--- src/rtl/ch0re_ex_stage.sv ---
// ch0re execute stage: operand forwarding, ALU drive, branch/jump resolution,
// EX/MEM pipeline register and one-cycle front-end redirect.

package ch0re_pkg;
    localparam int unsigned ALU_W = 64;
    localparam int unsigned REG_W = 5;

    typedef enum logic [3:0] {
        ALU_ADD  = 4'd0,
        ALU_SUB  = 4'd1,
        ALU_AND  = 4'd2,
        ALU_OR   = 4'd3,
        ALU_XOR  = 4'd4,
        ALU_SLL  = 4'd5,
        ALU_SRL  = 4'd6,
        ALU_SRA  = 4'd7,
        ALU_SLT  = 4'd8,
        ALU_SLTU = 4'd9,
        ALU_EQ   = 4'd10,
        ALU_NE   = 4'd11,
        ALU_LT   = 4'd12,
        ALU_GE   = 4'd13,
        ALU_LTU  = 4'd14,
        ALU_GEU  = 4'd15
    } alu_op_e;
endpackage

interface ch0re_alu_intf;
    ch0re_pkg::alu_op_e             i_op;
    logic [ch0re_pkg::ALU_W-1:0]    i_s1;
    logic [ch0re_pkg::ALU_W-1:0]    i_s2;
    logic [ch0re_pkg::ALU_W-1:0]    o_res;
    logic                           o_flag_zero;
    logic                           o_flag_lt;

    modport initiator (output i_op, i_s1, i_s2, input o_res, o_flag_zero, o_flag_lt);
    modport target    (input i_op, i_s1, i_s2, output o_res, o_flag_zero, o_flag_lt);
endinterface

module ch0re_ex_stage
    import ch0re_pkg::*;
#(
    parameter int unsigned XLEN = 64
) (
    input  logic                i_clk,
    input  logic                i_rst_n,
    input  logic                i_id_valid,
    output logic                o_id_ready,
    input  alu_op_e             i_id_op,
    input  logic [XLEN-1:0]     i_id_pc,
    input  logic [XLEN-1:0]     i_id_rs1,
    input  logic [XLEN-1:0]     i_id_rs2,
    input  logic [XLEN-1:0]     i_id_imm,
    input  logic [REG_W-1:0]    i_id_rs1_idx,
    input  logic [REG_W-1:0]    i_id_rs2_idx,
    input  logic [REG_W-1:0]    i_id_rd,
    input  logic                i_id_src1_pc,
    input  logic                i_id_src2_imm,
    input  logic                i_id_is_branch,
    input  logic                i_id_is_jump,
    input  logic                i_id_wb_en,
    input  logic                i_mem_fwd_en,
    input  logic [REG_W-1:0]    i_mem_fwd_rd,
    input  logic [XLEN-1:0]     i_mem_fwd_data,
    input  logic                i_wb_fwd_en,
    input  logic [REG_W-1:0]    i_wb_fwd_rd,
    input  logic [XLEN-1:0]     i_wb_fwd_data,
    ch0re_alu_intf.initiator    alu,
    output logic                o_mem_valid,
    input  logic                i_mem_ready,
    output logic [XLEN-1:0]     o_mem_res,
    output logic [XLEN-1:0]     o_mem_store_data,
    output logic [REG_W-1:0]    o_mem_rd,
    output logic                o_mem_wb_en,
    output logic                o_redirect,
    output logic [XLEN-1:0]     o_redirect_pc
);

    // MEM beats WB beats register file; x0 is hard-wired to zero.
    function automatic logic [XLEN-1:0] fwd_sel(
        input logic [REG_W-1:0] idx,
        input logic [XLEN-1:0]  rf_val,
        input logic             mem_en,
        input logic [REG_W-1:0] mem_rd,
        input logic [XLEN-1:0]  mem_data,
        input logic             wb_en,
        input logic [REG_W-1:0] wb_rd,
        input logic [XLEN-1:0]  wb_data
    );
        logic [XLEN-1:0] val;
        val = rf_val;
        if (idx == REG_W'(0)) begin
            val = '0;
        end else if (mem_en && (mem_rd == idx)) begin
            val = mem_data;
        end else if (wb_en && (wb_rd == idx)) begin
            val = wb_data;
        end
        return val;
    endfunction

    logic [XLEN-1:0] rs1_val;
    logic [XLEN-1:0] rs2_val;
    logic [XLEN-1:0] br_target;
    logic [XLEN-1:0] jmp_target;
    logic [XLEN-1:0] link_addr;
    logic            br_cond;
    logic            take;
    logic            accept;
    logic            load;

    always_comb begin
        rs1_val = fwd_sel(i_id_rs1_idx, i_id_rs1, i_mem_fwd_en, i_mem_fwd_rd, i_mem_fwd_data,
                          i_wb_fwd_en, i_wb_fwd_rd, i_wb_fwd_data);
        rs2_val = fwd_sel(i_id_rs2_idx, i_id_rs2, i_mem_fwd_en, i_mem_fwd_rd, i_mem_fwd_data,
                          i_wb_fwd_en, i_wb_fwd_rd, i_wb_fwd_data);
    end

    assign alu.i_op = i_id_op;
    assign alu.i_s1 = i_id_src1_pc  ? i_id_pc  : rs1_val;
    assign alu.i_s2 = i_id_src2_imm ? i_id_imm : rs2_val;

    // Branch condition from ALU flags; signedness is the ALU's concern.
    always_comb begin
        br_cond = 1'b0;
        case (i_id_op)
            ALU_EQ:           br_cond = alu.o_flag_zero;
            ALU_NE:           br_cond = !alu.o_flag_zero;
            ALU_LT, ALU_LTU:  br_cond = alu.o_flag_lt;
            ALU_GE, ALU_GEU:  br_cond = !alu.o_flag_lt;
            default:          br_cond = 1'b0;
        endcase
    end

    assign br_target  = i_id_pc + i_id_imm;
    assign jmp_target = {alu.o_res[XLEN-1:1], 1'b0};
    assign link_addr  = i_id_pc + XLEN'(4);
    assign take       = i_id_is_jump || (i_id_is_branch && br_cond);

    assign o_id_ready = !o_mem_valid || i_mem_ready;
    assign accept     = i_id_valid && o_id_ready;
    // While the redirect pulse is high the accepted instruction is wrong-path.
    assign load       = accept && !o_redirect;

    // EX/MEM pipeline register.
    always_ff @(posedge i_clk or negedge i_rst_n) begin
        if (!i_rst_n) begin
            o_mem_valid      <= 1'b0;
            o_mem_res        <= '0;
            o_mem_store_data <= '0;
            o_mem_rd         <= '0;
            o_mem_wb_en      <= 1'b0;
        end else if (load) begin
            o_mem_valid      <= 1'b1;
            o_mem_res        <= i_id_is_jump ? link_addr : alu.o_res;
            o_mem_store_data <= rs2_val;
            o_mem_rd         <= i_id_rd;
            o_mem_wb_en      <= i_id_wb_en && !i_id_is_branch;
        end else if (i_mem_ready) begin
            o_mem_valid      <= 1'b0;
        end
    end

    // Redirect pulse; the target register keeps its last value afterwards.
    always_ff @(posedge i_clk or negedge i_rst_n) begin
        if (!i_rst_n) begin
            o_redirect    <= 1'b0;
            o_redirect_pc <= '0;
        end else begin
            o_redirect <= load && take;
            if (load && take) begin
                o_redirect_pc <= i_id_is_jump ? jmp_target : br_target;
            end
        end
    end

endmodule

--- src/flat_wrapper.sv ---
// flat-port wrapper written by rule: the top's interface ports become plain ports
module ch0re_ex_stage_flat import ch0re_pkg::*;
#(
    parameter int unsigned XLEN = 64
)
  (i_clk, i_rst_n, i_id_valid, o_id_ready, i_id_op, i_id_pc, i_id_rs1, i_id_rs2, i_id_imm, i_id_rs1_idx, i_id_rs2_idx, i_id_rd, i_id_src1_pc, i_id_src2_imm, i_id_is_branch, i_id_is_jump, i_id_wb_en, i_mem_fwd_en, i_mem_fwd_rd, i_mem_fwd_data, i_wb_fwd_en, i_wb_fwd_rd, i_wb_fwd_data, o_mem_valid, i_mem_ready, o_mem_res, o_mem_store_data, o_mem_rd, o_mem_wb_en, o_redirect, o_redirect_pc, alu_i_op, alu_i_s1, alu_i_s2, alu_o_res, alu_o_flag_zero, alu_o_flag_lt);
  ch0re_alu_intf alu_i ();
  input  logic i_clk;
  input  logic i_rst_n;
  input  logic i_id_valid;
  output logic o_id_ready;
  input  alu_op_e i_id_op;
  input  logic [XLEN-1:0] i_id_pc;
  input  logic [XLEN-1:0] i_id_rs1;
  input  logic [XLEN-1:0] i_id_rs2;
  input  logic [XLEN-1:0] i_id_imm;
  input  logic [REG_W-1:0] i_id_rs1_idx;
  input  logic [REG_W-1:0] i_id_rs2_idx;
  input  logic [REG_W-1:0] i_id_rd;
  input  logic i_id_src1_pc;
  input  logic i_id_src2_imm;
  input  logic i_id_is_branch;
  input  logic i_id_is_jump;
  input  logic i_id_wb_en;
  input  logic i_mem_fwd_en;
  input  logic [REG_W-1:0] i_mem_fwd_rd;
  input  logic [XLEN-1:0] i_mem_fwd_data;
  input  logic i_wb_fwd_en;
  input  logic [REG_W-1:0] i_wb_fwd_rd;
  input  logic [XLEN-1:0] i_wb_fwd_data;
  output logic o_mem_valid;
  input  logic i_mem_ready;
  output logic [XLEN-1:0] o_mem_res;
  output logic [XLEN-1:0] o_mem_store_data;
  output logic [REG_W-1:0] o_mem_rd;
  output logic o_mem_wb_en;
  output logic o_redirect;
  output logic [XLEN-1:0] o_redirect_pc;
  output wire logic [$bits(alu_i.i_op)-1:0] alu_i_op;
  output wire logic [$bits(alu_i.i_s1)-1:0] alu_i_s1;
  output wire logic [$bits(alu_i.i_s2)-1:0] alu_i_s2;
  input wire logic [$bits(alu_i.o_res)-1:0] alu_o_res;
  input wire logic [$bits(alu_i.o_flag_zero)-1:0] alu_o_flag_zero;
  input wire logic [$bits(alu_i.o_flag_lt)-1:0] alu_o_flag_lt;
  assign alu_i_op = alu_i.i_op;
  assign alu_i_s1 = alu_i.i_s1;
  assign alu_i_s2 = alu_i.i_s2;
  assign alu_i.o_res = alu_o_res;
  assign alu_i.o_flag_zero = alu_o_flag_zero;
  assign alu_i.o_flag_lt = alu_o_flag_lt;
  ch0re_ex_stage #(.XLEN(XLEN)) u_core (.i_clk(i_clk), .i_rst_n(i_rst_n), .i_id_valid(i_id_valid), .o_id_ready(o_id_ready), .i_id_op(i_id_op), .i_id_pc(i_id_pc), .i_id_rs1(i_id_rs1), .i_id_rs2(i_id_rs2), .i_id_imm(i_id_imm), .i_id_rs1_idx(i_id_rs1_idx), .i_id_rs2_idx(i_id_rs2_idx), .i_id_rd(i_id_rd), .i_id_src1_pc(i_id_src1_pc), .i_id_src2_imm(i_id_src2_imm), .i_id_is_branch(i_id_is_branch), .i_id_is_jump(i_id_is_jump), .i_id_wb_en(i_id_wb_en), .i_mem_fwd_en(i_mem_fwd_en), .i_mem_fwd_rd(i_mem_fwd_rd), .i_mem_fwd_data(i_mem_fwd_data), .i_wb_fwd_en(i_wb_fwd_en), .i_wb_fwd_rd(i_wb_fwd_rd), .i_wb_fwd_data(i_wb_fwd_data), .alu(alu_i), .o_mem_valid(o_mem_valid), .i_mem_ready(i_mem_ready), .o_mem_res(o_mem_res), .o_mem_store_data(o_mem_store_data), .o_mem_rd(o_mem_rd), .o_mem_wb_en(o_mem_wb_en), .o_redirect(o_redirect), .o_redirect_pc(o_redirect_pc));
endmodule
--- config.mk ---
export PLATFORM = sky130hd
export DESIGN_NAME = ch0re_ex_stage_flat
export DESIGN_NICKNAME = d
export VERILOG_FILES = /design/src/rtl/ch0re_ex_stage.sv /design/src/flat_wrapper.sv
export SDC_FILE = /design/constraint.sdc
export NUM_CORES = 1
export LEC_CHECK = 0
export CELL_PAD_IN_SITES_DETAIL_PLACEMENT = 0
export CELL_PAD_IN_SITES_GLOBAL_PLACEMENT = 1
export CORE_AREA = 4 4 317 319
export CTS_BUF_LIST = sky130_fd_sc_hd__clkbuf_16
export DETAILED_ROUTE_END_ITERATION = 10
export DIE_AREA = 0 0 321 323
export DONT_BUFFER_PORTS = 1
export HOLD_SLACK_MARGIN = 0.03
export PLACE_DENSITY_LB_ADDON = 0.1
export SLEW_MARGIN = 30
export SYNTH_ARGS = -nofsm -noshare
export SYNTH_HDL_FRONTEND = slang
export SYNTH_SLANG_ARGS = --single-unit
--- constraint.sdc ---
create_clock -name i_clk -period 5.9 [get_ports i_clk]
set_input_delay 0.885 -clock i_clk [delete_from_list [all_inputs] [get_ports i_clk]]
set_output_delay 0.885 -clock i_clk [all_outputs]
set_load 0.05 [all_outputs]
==> results.py, run 1 <==
metrics = {
    "power_and_ir_drop": {
        "fin_total_pwr_mw": 6.04,
        "peakVddDrop_uv": 157,
        "powerDensity_nw_per_um2": 308,
        "p_leak_nw": 7.62,
    },
    "clocking": {
        "cts.clk_slew.worst_paths_ns": 0.09,
        "worst_skew_pair.late_latency_ns": 0.53,
        "cts_root_buf": "clkbuf_16",
        "cts_max_level": 4,
        "cts_sinks": 200,
        "cts_buffers": 17,
        "cts_resized": 0,
        "post_cts_buffers": 0,
        "clk_path_buf_depth": 2,
        "cts_tree": "built",
    },
    "sta": {
        "finalHoldViolCount": 0,
        "maxSlewHeadroom_pct": 31.7,
        "fin_skew_ns": 0.0184,
        "fin_ws_ns": 1.25,
        "setup_violations": 0,
        "worst_pin_slew_ns": 1.02,
        "tns_ns": 0,
        "min_period_ns": 4.65,
        "max_freq_ghz": 0.215,
        "rsz0062_at_grt": "false",
        "period_share_pct": 78.8,
        "slew_violations": 0,
    },
    "synthesis": {
        "synth_area_um2": 17500,
        "synthArstFlopShare_pct": 100,
        "synth-main-ff-cell": "dfrtp_1",
        "synth_edf_count": 0,
        "syn_inst": 2352,
        "yosysUniqueCellTypes": 64,
        "synth_nets": 2907,
        "yosys_warnings": 0,
        "synth-seq-area-share_pct": 28.7,
        "syn_avg_cell_area_um2": 7.42,
        "synth_seq_cells": 200,
    },
    "placed_design": {
        "io_buffers": 0,
        "pre_cts_slack_ns": 1.17,
        "routabilityCongestion": 0.877,
        "dp_hpwl_mm": 91.0,
        "placed_cells": 3514,
    },
    "detailed_routing": {
        "drt.antenna.violating_nets": 0,
        "first_pass_iters": 5,
        "vias": 17700,
        "drcViolationCount": 0,
        "wl_per_cell_um": 31.7,
        "post_drt_via_cell_ratio": 4.98,
        "drt-initial-drc-count": 1331,
        "wirelength_mm": 113,
    },
    "finish": {
        "fin_util_pct": 20.0,
        "final_cell_mix": "nand2_1, o21ai_0, dfrtp_1",
        "drive_gt1_share_pct": 5.04,
        "areaGrowthSynthToFinish_pct": 12.3,
        "final_nets": 2805,
        "finalNonFillerCells": 3556,
        "final_common_cell": "nand2_1",
    },
    "worst_setup_path": {
        "crit_family": "simple AND/OR/NAND/NOR gates",
        "crit_slowest_cell": "and3_4",
        "r2r_end": "u_core.o_redirect_pc[62]",
        "worstPathCellList": "xor2_1 -> nor4_1 -> and3_4 -> buf_4 -> mux2i_1 -> nand2_1 -> o211ai_1 -> o21ai_1",
        "r2r_cells": 9,
        "crit-reg2reg-launch": "u_core.o_mem_valid",
        "cp_max_fo": 48,
        "critPathRequiredTime_ns": 5.02,
        "crit_buf_inv": 1,
        "reg2reg_slack_ns": 2.51,
        "end_kind": "output pin",
        "critPathLaunchType": "input pin",
        "path_class": "in -> out",
        "critical_path.max_stage_delay_ns": 0.92,
        "worstPathArrival_ns": 3.77,
        "crit_cells": 8,
    },
    "floorplanning": {
        "start_util_pct": 17.8,
        "die_w_um": 321,
        "ios": 823,
        "fp.dieH_um": 323,
        "fp-row-count": 115,
        "core_area_um2": 97800,
        "die-area_um2": 104000,
    },
    "global_route": {
        "grt_start_max_net_pins": 164,
        "grt_pass1_wl_mm": 152,
        "grt_overflow": 0,
        "antenna_found_initial": 11,
        "grt_usage_pct": 20.8,
        "grt_pass1_vias": 17800,
    },
    "flow_run": {
        "drv_cap": 0,
    },
    "run_status": {
        "outcome": "finished clean",
    },
    "hold_path": {
        "min_path_type": "in -> async",
    },
}
-- power by group --
group,internal (mW),switching (mW),total (mW)
clock network,0.689,0.739,1.43
registers,1.63,1.39,3.02
logic,0.490,1.10,1.59
total,2.81,3.23,6.04
-- layer usage --
layer | GRT usage (%) | vias up | share of wire [%] | wire [µm]
met5 | 0 | - | 0 | 0
met2 | 31.4 | 691 | 43 | 48900
met3 | 5.46 | 94 | 6.6 | 7450
met4 | 5.39 | 0 | 2.3 | 2550
met1 | 29.3 | 8726 | 48 | 53800
li1 | - | 8195 | - | -
-- stage by stage --
| stage | area, µm² | hold slack [ns] |
|---|---|---|
| after CTS | 19600 | 0.0409 |
| after detailed placement | 18900 | 0.599 |
| after global placement | 18800 | 0.600 |
| after global routing | 19600 | 0.0625 |
| final | 19600 | 0.121 |
| after floorplan | 17500 | 0.589 |
-- how the worst max path moves through the flow --
| stage | startpoint | endpoint |
|---|---|---|
| final | i_wb_fwd_rd[2] | alu_i_s2[36] |
| after global routing | i_wb_fwd_rd[2] | alu_i_s2[36] |
| after CTS | i_wb_fwd_rd[2] | alu_i_s2[0] |
| after detailed placement | i_wb_fwd_rd[2] | alu_i_s2[0] |
| after global placement | i_wb_fwd_rd[3] | alu_i_s1[0] |
| after floorplan | i_wb_fwd_rd[2] | alu_i_s2[27] |
-- state kept, by name (all words and copies together) (netlist names) --
register and flops:
u_core.o_mem_res 64, u_core.o_mem_store_data 64, u_core.o_mem_valid 1, u_core.o_mem_rd 5
u_core.o_redirect_pc 64, u_core.o_redirect 1, u_core.o_mem_wb_en 1
-- timing repair --
item	4_1_cts	5_1_grt
endpoints found under the setup margin	0	0
hold buffers	3	0
endpoints found under the hold margin	33	0
-- cells in the mapped netlist, types with 3 or more instances --
master / instances / area, µm²
nand2b_1: 8 / 50.1
o21ai_0: 364 / 1820
a211oi_1: 5 / 37.5
o21ai_1: 10 / 50.1
or3_1: 12 / 75.1
a31oi_1: 11 / 68.8
nand2_1: 482 / 1810
nor2b_1: 5 / 31.3
nand3b_1: 3 / 22.5
a21boi_0: 4 / 30.0
mux2i_1: 140 / 1400
nand4_1: 38 / 238
and4_1: 6 / 52.6
a21oi_1: 171 / 856
ha_1: 64 / 801
and3_1: 42 / 263
buf_2: 10 / 50.1
nor4_1: 7 / 43.8
o21a_1: 13 / 97.6
nand3_1: 47 / 235
dfrtp_1: 200 / 5000
o211ai_1: 73 / 548
xnor2_1: 65 / 569
o221ai_1: 3 / 26.3
buf_4: 4 / 30.0
o22ai_1: 3 / 18.8
clkbuf_1: 136 / 510
o21bai_1: 9 / 67.6
a21o_1: 34 / 255
nor3_1: 20 / 100
a22o_1: 64 / 561
xor2_1: 68 / 596
inv_1: 29 / 109
nor2_1: 127 / 477
buf_1: 27 / 101
o31ai_1: 11 / 82.6
and2_1: 3 / 18.8
-- final cells by class --
cell class / instances / area, µm²
antenna: 6 / 15.0
clock buffer: 17 / 425
clock inverter: 15 / 214
fill: 11100 / 78200
inverter: 29 / 109
multi-input combinational: 1946 / 11700
sequential: 200 / 5000
tap: 1287 / 1610
timing repair buffer: 56 / 500
-- cell families (layout without fill, tap and decap cells) --
group	Yosys count	in the layout	share of synthesized area, %
buf+inv	206	117	4.59
flops	200	200	28.7
simple gates	809	809	20.1
mux	140	140	8.03
compound gates	799	799	27.3
other cells	0	6	0
fa+ha+maj	65	65	4.70
xor+xnor	133	133	6.67
Note: power is estimated with default switching activity, not from simulation.
==> run 2: changes to the inputs <==
--- a/config.mk
+++ b/config.mk
@@ -7,10 +7,10 @@
 export LEC_CHECK = 0
 export CELL_PAD_IN_SITES_DETAIL_PLACEMENT = 0
 export CELL_PAD_IN_SITES_GLOBAL_PLACEMENT = 1
-export CORE_AREA = 4 4 317 319
+export CORE_AREA = 4 4 318 320
 export CTS_BUF_LIST = sky130_fd_sc_hd__clkbuf_16
 export DETAILED_ROUTE_END_ITERATION = 10
-export DIE_AREA = 0 0 321 323
+export DIE_AREA = 0 0 322 324
 export DONT_BUFFER_PORTS = 1
 export HOLD_SLACK_MARGIN = 0.03
 export PLACE_DENSITY_LB_ADDON = 0.1
==> constraint.sdc (replaced) <==
create_clock -name i_clk -period 3.8 [get_ports i_clk]
set_input_delay 0.57 -clock i_clk [delete_from_list [all_inputs] [get_ports i_clk]]
set_output_delay 0.57 -clock i_clk [all_outputs]
set_load 0.05 [all_outputs]
==> run 2 against run 1 <==
Against the previous run:
- the run now ends with hold timing left
- clock power rose by 49%
- sequential share of layout area is 0.92 points lower
- sequential cell count unchanged
- first-iteration DRC count is 4.9% lower
- power is 56% higher
- via count rose by 2.2%
- sequential power increased by 56%
- critical endpoint is now alu_i_s1[1]
==> results.py, run 2 (synthesis gave the netlist of run 1 again) <==
metrics = {
    "worst_setup_path": {
        "worstPathCellList": "xor2_1 -> nor4_1 -> and3_4 -> buf_12 -> mux2i_1 -> o21ai_0 -> a22o_1 -> buf_4",
        "crit_family": "compound AO/OA/AOI/OAI gates",
        "crit_slowest_cell": "o21ai_0",
        "r2r_cells": 7,
        "critPathLaunchType": "input pin",
        "reg2reg_slack_ns": 1.14,
        "path_class": "in -> out",
        "worstPathArrival_ns": 2.85,
        "crit-reg2reg-launch": "u_core.o_mem_valid",
        "critical_path.max_stage_delay_ns": 0.59,
        "cp_max_fo": 29,
        "r2r_end": "u_core.o_redirect_pc[22]",
        "crit_buf_inv": 2,
        "end_kind": "output pin",
        "critPathRequiredTime_ns": 3.23,
    },
    "floorplanning": {
        "ios": 823,
        "core_area_um2": 98100,
        "fp-row-count": 115,
        "fp.dieH_um": 324,
        "die-area_um2": 104000,
        "die_w_um": 322,
        "start_util_pct": 17.8,
    },
    "sta": {
        "worst_pin_slew_ns": 1.10,
        "holdWs_ns": -0.243,
        "rsz0062_at_grt": "false",
        "fin_skew_ns": 0.0112,
        "tns_ns": 0,
        "slew_violations": 0,
        "max_freq_ghz": 0.292,
        "maxSlewHeadroom_pct": 26.5,
        "setup_violations": 0,
        "min_period_ns": 3.42,
        "period_share_pct": 90.1,
        "finalHoldViolCount": 184,
    },
    "clocking": {
        "post_cts_buffers": 0,
        "cts_tree": "built",
        "clk_path_buf_depth": 2,
        "cts_root_buf": "clkbuf_16",
        "cts_sinks": 200,
        "cts.clk_slew.worst_paths_ns": 0.09,
        "worst_skew_pair.late_latency_ns": 0.51,
        "cts_buffers": 17,
        "cts_max_level": 4,
    },
    "global_route": {
        "grt_usage_pct": 20.6,
        "grt_overflow": 0,
        "grt_pass1_vias": 18100,
        "antenna_found_initial": 20,
        "grt_start_max_net_pins": 201,
        "grt_pass1_wl_mm": 151,
    },
    "flow_run": {
        "drv_cap": 0,
    },
    "finish": {
        "final_common_cell": "nand2_1",
        "drive_gt1_share_pct": 8.69,
        "largestRegisters": "u_core.o_mem_res x64, u_core.o_mem_store_data x64, u_core.o_redirect_pc x64",
        "finalNonFillerCells": 3658,
        "final_nets": 2900,
        "final_cell_mix": "nand2_1, o21ai_0, dfrtp_1",
        "areaGrowthSynthToFinish_pct": 16.5,
    },
    "detailed_routing": {
        "wl_per_cell_um": 30.6,
        "drt-initial-drc-count": 1266,
        "post_drt_via_cell_ratio": 4.95,
        "drcViolationCount": 0,
        "wirelength_mm": 112,
        "drt.antenna.violating_nets": 0,
        "vias": 18100,
        "first_pass_iters": 7,
    },
    "power_and_ir_drop": {
        "fin_total_pwr_mw": 9.44,
        "peakVddDrop_uv": 190,
        "powerDensity_nw_per_um2": 464,
        "p_leak_nw": 8.07,
    },
    "run_status": {
        "violations": "hold timing",
        "outcome": "finished, violations left",
    },
    "placed_design": {
        "io_buffers": 0,
        "routabilityCongestion": 0.876,
        "placed_cells": 3613,
        "dp_hpwl_mm": 92.7,
    },
    "hold_path": {
        "min_path_type": "in -> async",
    },
}
## run 2: worst max-delay path by stage
stage	depth (start not counted)	start	end
after floorplan	9	i_wb_fwd_rd[2]	alu_i_s2[27]
after global placement	12	i_id_pc[0]	u_core.o_redirect_pc[59]
after detailed placement	11	i_id_pc[0]	u_core.o_redirect_pc[51]
after CTS	10	i_wb_fwd_rd[2]	alu_i_s2[40]
after global routing	10	i_wb_fwd_rd[2]	alu_i_s2[40]
final	8	i_wb_fwd_rd[3]	alu_i_s1[1]
## run 2: through the flow
stage	hold slack, ns	utilization, %	setup WS (ns)	area [µm²]
2_1_floorplan	0.274	-	0.267	17500
3_3_place_gp	0.286	20.1	-0.0118	19700
3_5_place_dp	0.284	20.1	-0.0185	19700
4_1_cts	-0.310	20.7	0.436	20300
5_1_grt	-0.295	20.7	0.256	20300
6_report	-0.243	20.7	0.377	20300
## run 2: area by class of cell
cell class              count  area (µm²)
fillers                 11200       77800
clock inverters            15         186
repair buffers            151        1260
flip-flops and latches    200        5000
multi-input cells        1946       11700
inverters                  29         109
diodes                     13        32.5
well taps                1287        1610
clock buffers              17         425
## run 2: power by group
group | leakage, nW | switching [mW] | total [mW] | internal [mW]
clock network | 0.298 | 1.13 | 2.13 | 1.00
registers | 2.45 | 2.18 | 4.71 | 2.54
logic | 5.32 | 1.71 | 2.59 | 0.887
total | 8.07 | 5.01 | 9.44 | 4.43
## run 2: routing by layer
metal | global-route usage, % | vias up | routed length (µm)
met5 | 0 | - | 57
met3 | 6.75 | 111 | 9770
met4 | 6.46 | 8 | 2670
li1 | - | 8411 | -
met1 | 28.2 | 8787 | 51000
met2 | 30.8 | 784 | 48400
## run 2: timing repair
action,4_1_cts,5_1_grt
setup endpoints to repair,0,0
hold endpoints to repair,200,200
resized for setup,0,0
